`src/rtl/word_serializer_if.sv`:
```
// Parallel-word handshake between a word producer and the serializer.
// The producer drives the word and its valid flag; the serializer returns ready.
interface word_serializer_if #(
    parameter int WORD_W = 12
);
    logic [WORD_W-1:0] iData;
    logic              iValid;
    logic              oReady;

    modport master (output iData, output iValid, input oReady);
    modport slave  (input iData, input iValid, output oReady);
endinterface

```
`src/rtl/word_serializer.sv`:
```
// MSB-first serial word transmitter paced by a divided bit clock sampled as data,
// with a frame strobe and a fixed idle gap after every word.
module word_serializer #(
    parameter int WORD_W   = 12,
    parameter int GAP_BITS = 2
) (
    input  logic             iClkIN,
    input  logic             reset,
    input  logic             iBitClk,
    word_serializer_if.slave hs,
    output logic             oSerial,
    output logic             oFrame,
    output logic             oBusy,
    output logic             oDone
);
    localparam int CNT_W = $clog2(WORD_W);
    localparam logic [CNT_W-1:0] BIT_LAST = CNT_W'(WORD_W - 1);
    localparam logic [3:0]       GAP_LAST = 4'(GAP_BITS - 1);

    typedef enum logic [1:0] {IDLE, ARM, SHIFT, GAP} state_t;

    state_t             state_reg, state_next;
    logic               b1_reg, b2_reg;
    logic               tick, accept;
    logic [WORD_W-1:0]  shreg_reg, shreg_next;
    logic [CNT_W-1:0]   bitcnt_reg, bitcnt_next;
    logic [3:0]         gapcnt_reg, gapcnt_next;
    logic               serial_reg, serial_next;
    logic               frame_reg, frame_next;
    logic               busy_reg, busy_next;
    logic               done_reg, done_next;
    logic               ready_reg, ready_next;

    // Rising-edge detect on the bit clock gives one system-clock tick per bit period
    assign tick   = b1_reg & ~b2_reg;
    assign accept = hs.iValid & ready_reg;

    always_ff @(posedge iClkIN) begin
        if (!reset) begin
            state_reg  <= IDLE;
            b1_reg     <= 1'b0;
            b2_reg     <= 1'b0;
            shreg_reg  <= '0;
            bitcnt_reg <= '0;
            gapcnt_reg <= '0;
            serial_reg <= 1'b0;
            frame_reg  <= 1'b0;
            busy_reg   <= 1'b0;
            done_reg   <= 1'b0;
            ready_reg  <= 1'b0;
        end else begin
            state_reg  <= state_next;
            b1_reg     <= iBitClk;
            b2_reg     <= b1_reg;
            shreg_reg  <= shreg_next;
            bitcnt_reg <= bitcnt_next;
            gapcnt_reg <= gapcnt_next;
            serial_reg <= serial_next;
            frame_reg  <= frame_next;
            busy_reg   <= busy_next;
            done_reg   <= done_next;
            ready_reg  <= ready_next;
        end
    end

    always_comb begin
        state_next  = state_reg;
        shreg_next  = shreg_reg;
        bitcnt_next = bitcnt_reg;
        gapcnt_next = gapcnt_reg;
        serial_next = serial_reg;
        frame_next  = frame_reg;
        busy_next   = busy_reg;
        ready_next  = ready_reg;
        done_next   = 1'b0;

        case (state_reg)
            IDLE: begin
                ready_next  = 1'b1;
                busy_next   = 1'b0;
                serial_next = 1'b0;
                frame_next  = 1'b0;
                if (accept) begin
                    shreg_next = hs.iData;
                    state_next = ARM;
                    ready_next = 1'b0;
                    busy_next  = 1'b1;
                end
            end
            // Waiting for a fresh tick keeps the first bit a full period long
            ARM: begin
                if (tick) begin
                    state_next  = SHIFT;
                    serial_next = shreg_reg[WORD_W-1];
                    frame_next  = 1'b1;
                    shreg_next  = {shreg_reg[WORD_W-2:0], 1'b0};
                    bitcnt_next = BIT_LAST;
                end
            end
            SHIFT: begin
                if (tick) begin
                    if (bitcnt_reg != '0) begin
                        serial_next = shreg_reg[WORD_W-1];
                        shreg_next  = {shreg_reg[WORD_W-2:0], 1'b0};
                        bitcnt_next = bitcnt_reg - 1'b1;
                    end else begin
                        state_next  = GAP;
                        serial_next = 1'b0;
                        frame_next  = 1'b0;
                        gapcnt_next = GAP_LAST;
                    end
                end
            end
            GAP: begin
                if (tick) begin
                    if (gapcnt_reg != 4'd0) begin
                        gapcnt_next = gapcnt_reg - 4'd1;
                    end else begin
                        state_next = IDLE;
                        done_next  = 1'b1;
                        busy_next  = 1'b0;
                        ready_next = 1'b1;
                    end
                end
            end
            default: state_next = IDLE;
        endcase
    end

    assign hs.oReady = ready_reg;
    assign oSerial   = serial_reg;
    assign oFrame    = frame_reg;
    assign oBusy     = busy_reg;
    assign oDone     = done_reg;
endmodule

```
`src/flat_wrapper.sv`:
```
// flat-port wrapper written by rule: the top's interface ports become plain ports
module word_serializer_flat 
#(
    parameter int WORD_W   = 12,
    parameter int GAP_BITS = 2
)
  (iClkIN, reset, iBitClk, oSerial, oFrame, oBusy, oDone, hs_iData, hs_iValid, hs_oReady);
  word_serializer_if #(.WORD_W(WORD_W)) hs_i ();
  input  logic iClkIN;
  input  logic reset;
  input  logic iBitClk;
  output logic oSerial;
  output logic oFrame;
  output logic oBusy;
  output logic oDone;
  input wire logic [$bits(hs_i.iData)-1:0] hs_iData;
  input wire logic [$bits(hs_i.iValid)-1:0] hs_iValid;
  output wire logic [$bits(hs_i.oReady)-1:0] hs_oReady;
  assign hs_i.iData = hs_iData;
  assign hs_i.iValid = hs_iValid;
  assign hs_oReady = hs_i.oReady;
  word_serializer #(.WORD_W(WORD_W), .GAP_BITS(GAP_BITS)) u_core (.iClkIN(iClkIN), .reset(reset), .iBitClk(iBitClk), .hs(hs_i), .oSerial(oSerial), .oFrame(oFrame), .oBusy(oBusy), .oDone(oDone));
endmodule
```
`config.mk`:
```
export PLATFORM = sky130hd
export DESIGN_NAME = word_serializer_flat
export DESIGN_NICKNAME = d
export VERILOG_FILES = /design/src/rtl/word_serializer_if.sv /design/src/rtl/word_serializer.sv /design/src/flat_wrapper.sv
export SDC_FILE = /design/constraint.sdc
export NUM_CORES = 1
export LEC_CHECK = 0
export ABC_AREA = 1
export CAP_MARGIN = 20
export CORE_MARGIN = 8
export CORE_UTILIZATION = 58
export DETAILED_ROUTE_END_ITERATION = 8
export GPL_ROUTABILITY_DRIVEN = 0
export MAX_ROUTING_LAYER = met4
export PLACE_DENSITY = 0.81
export SLEW_MARGIN = 15
export SYNTH_ARGS = -nofsm -noshare
export SYNTH_HDL_FRONTEND = slang
export SYNTH_SLANG_ARGS = --single-unit
```
`constraint.sdc`:
```
create_clock -name iClkIN -period 3.34 [get_ports iClkIN]
set_input_delay 0.668 -clock iClkIN [delete_from_list [all_inputs] [get_ports iClkIN]]
set_output_delay 0.668 -clock iClkIN [all_outputs]
set_load 0.01 [all_outputs]
```
==> reports/metrics.yaml <==
yosysTopAreaCell: "dfxtp_1"
grt_usage_pct: 14.8
pre_cts_slack_ps: 1170
crit_type: "reg -> out"
areaGrowthSynthToFinish_pct: 14.9
ir_drop_uv: 497
drv_cap: 0
synth_seq_cells: 29
post-cts-setup-buffers: 0
arrival_ps: 1230
cts_root_buffer: "clkbuf_4"
fin_ws_ps: 1450
critPathCaptureType: "output port"
multi_input_area_um2: 852
vias_per_cell: 4.88
hp-start: "u_core.b2_reg"
start_kind: "flop"
num_antenna_cells: 0
die_w_um: 68.5
drc: 0
wl_um: 3050
path_clk_slew_ps: 90
power.switching_w: 0.000618
synth-compound-area-share_pct: 8.76
fin_nets: 290
power_leakage_nw: 0.886
cp_max_fo: 2
h-tree-depth: 2
synthMuxAreaShare_pct: 0
setup-violations-final: 0
largest_reg_flops: 12
synth-xor-area-share_pct: 1.10
worstMarginPinSlew_ps: 783
r2r_start: "u_core.state_reg[0]"
via_count: 1445
cts_buffer_depth: 2
grt_max_degree: 25
clock-sinks: 29
skew_ps: 4.40
fin_tns_setup_ps: 0
synthAdderAreaFrac_pct: 7.82
core_region_area_um2: 2690
status: "finished clean"
synth_warnings: 0
worstRegToRegCells: 6
synth_top_family_by_area: "simple AND/OR/NAND/NOR gates"
synth.avg_cell_area_um2: 6.58
drtAntennaViolNets: 0
drive_gt1_share_pct: 4.53
cts_made_buffers: 5
synth_edf_count: 0
critPathTopFamily: "buffers and inverters"
required_ps: 2670
die_area_um2: 4690
relSlewSlack_pct: 47.6
synth_ff_type: "dfxtp_1"
hold_viol_final: 0
p_int_w: 0.000788
rows: 19
p_per_area_nw_per_um2: 766
drv_slew: 0
crit_path_top_delay_cell: "clkdlybuf4s50_1"
comb_power_share_pct: 51.4
fillCellCount: 245
hp-class: "reg -> reg"
fin_util_pct: 68.4
initial_core_util_pct: 59.5
grt_pass1_vias: 1276
final.min_clock_period_ps: 1890
holdBufCountCts: 0
reg2reg_slack_ps: 1500
synth.distinct_cells: 21
syn-num-nets: 269
p_clk_share_pct: 14.2
drt-wirelength-per-cell_um: 10.3
io_pins: 21
dr.pass1.iters: 4
rsz0062_at_grt: "no"
fin_total_pwr_w: 0.00141
syn_area_um2: 1600
yosysSeqAreaShare_pct: 36.3
port_buffers: 20
critPathMaxStageDelay_ps: 550
hold_depth: 1
clock_latency_ps: 320
max_freq_ghz: 0.528
period_share_pct: 56.7
crit_path_cell_trace: "clkdlybuf4s50_1"
grt_pass1_wl_um: 5220
p_sw_share_pct: 43.9
pwr-share-seq_pct: 34.4
synth_simple_gate_area_share_pct: 35.6
cts_tree: "yes"
cp_num_buf_inv: 1
dp_hpwl_um: 2270
r2r-end: "u_core.shreg_reg[2]"
synth_top_area_share_pct: 36.3
cts-resized-gates: 0
die_y_um: 68.5
antenna_found_initial: 0
regArea_um2: 581
yosys-top-cells-area: "dfxtp_1 36%, nand2_1 16%, nor2_1 12%, ha_1 7.8%, inv_1 6.8%"
drt_iter0_markers: 116
async_flop_share_pct: 0
gr-total-overflow: 0
synthCells: 243
min_to: "u_core.oDone"
==> final cells by class <==
cell class / instances / area share, %
Clock buffer: 8 / 2.66
Tap cell: 31 / 2.11
Multi-Input combinational cell: 177 / 46.4
Sequential cell: 29 / 31.6
Inverter: 31 / 6.34
Timing Repair Buffer: 20 / 10.9
==> layer usage <==
| metal | wire, µm | part of all wire, % | vias to the layer above | GRT usage (%) |
|---|---|---|---|---|
| li1 | - | - | 793 | - |
| met1 | 1560 | 51 | 623 | 18.5 |
| met2 | 1330 | 43 | 22 | 21.4 |
| met3 | 115 | 3.8 | 7 | 3.88 |
| met4 | 47 | 1.5 | 0 | 7.67 |
| met5 | 0 | 0 | - | - |
==> layout by cell type, fill, tap and decap left out, drive strengths merged <==
cell,n
a21oi,11
clkbuf,8
clkdlybuf4s50,20
dfxtp,29
ha,10
inv,31
nand2,69
nand3,11
nand4,1
nor2,51
nor3,3
nor4,1
o21ai,17
or2,1
xnor2,2
==> stage by stage <==
stage	hold slack (ps)	area, µm²	instances
final	420	1840	296
after global routing	451	1840	296
after CTS	424	1840	296
after detailed placement	411	1790	288
after global placement	406	1790	288
after floorplan	399	1600	243
==> kinds of logic (layout without fill, tap and decap cells) <==
kind of cell	Yosys count	in the layout
buffers and inverters	37	59
XOR/XNOR	2	2
adder cells (fa/ha/maj)	10	10
flip-flops	29	29
AO/OA/AOI/OAI	28	28
AND/OR/NAND/NOR	137	137
==> synth_stat cells, types with 2 or more instances <==
master / number
nand2_1: 67
nor2_1: 51
dfxtp_1: 29
inv_1: 29
o21ai_0: 17
a21oi_1: 11
ha_1: 10
nand3_1: 10
buf_6: 3
nor3_1: 3
inv_2: 2
xnor2_1: 2
==> how the worst max path moves through the flow <==
stage / startpoint / to / slack, ps / depth (start not counted)
floorplan: u_core.state_reg[0] / u_core.shreg_reg[2] / 1840 / 7
global placement: reset / u_core.bitcnt_reg[2] / 1200 / 3
detailed placement: reset / u_core.oDone / 1170 / 3
CTS: u_core.oFrame / oFrame / 1430 / 1
global route: u_core.state_reg[0] / u_core.shreg_reg[3] / 1300 / 6
finish: u_core.oSerial / oSerial / 1450 / 1
==> power groups by stage <==
stage	clock, W	sequential, W	combinational (W)
2_1_floorplan	0	0.000489	0.000602
3_3_place_gp	0	0.000489	0.000708
3_5_place_dp	0	0.000490	0.000725
4_1_cts	0.000206	0.000484	0.000729
5_1_grt	0.000219	0.000493	0.000847
6_report	0.000200	0.000484	0.000723
No activity file was read; power rests on OpenSTA's default activity.
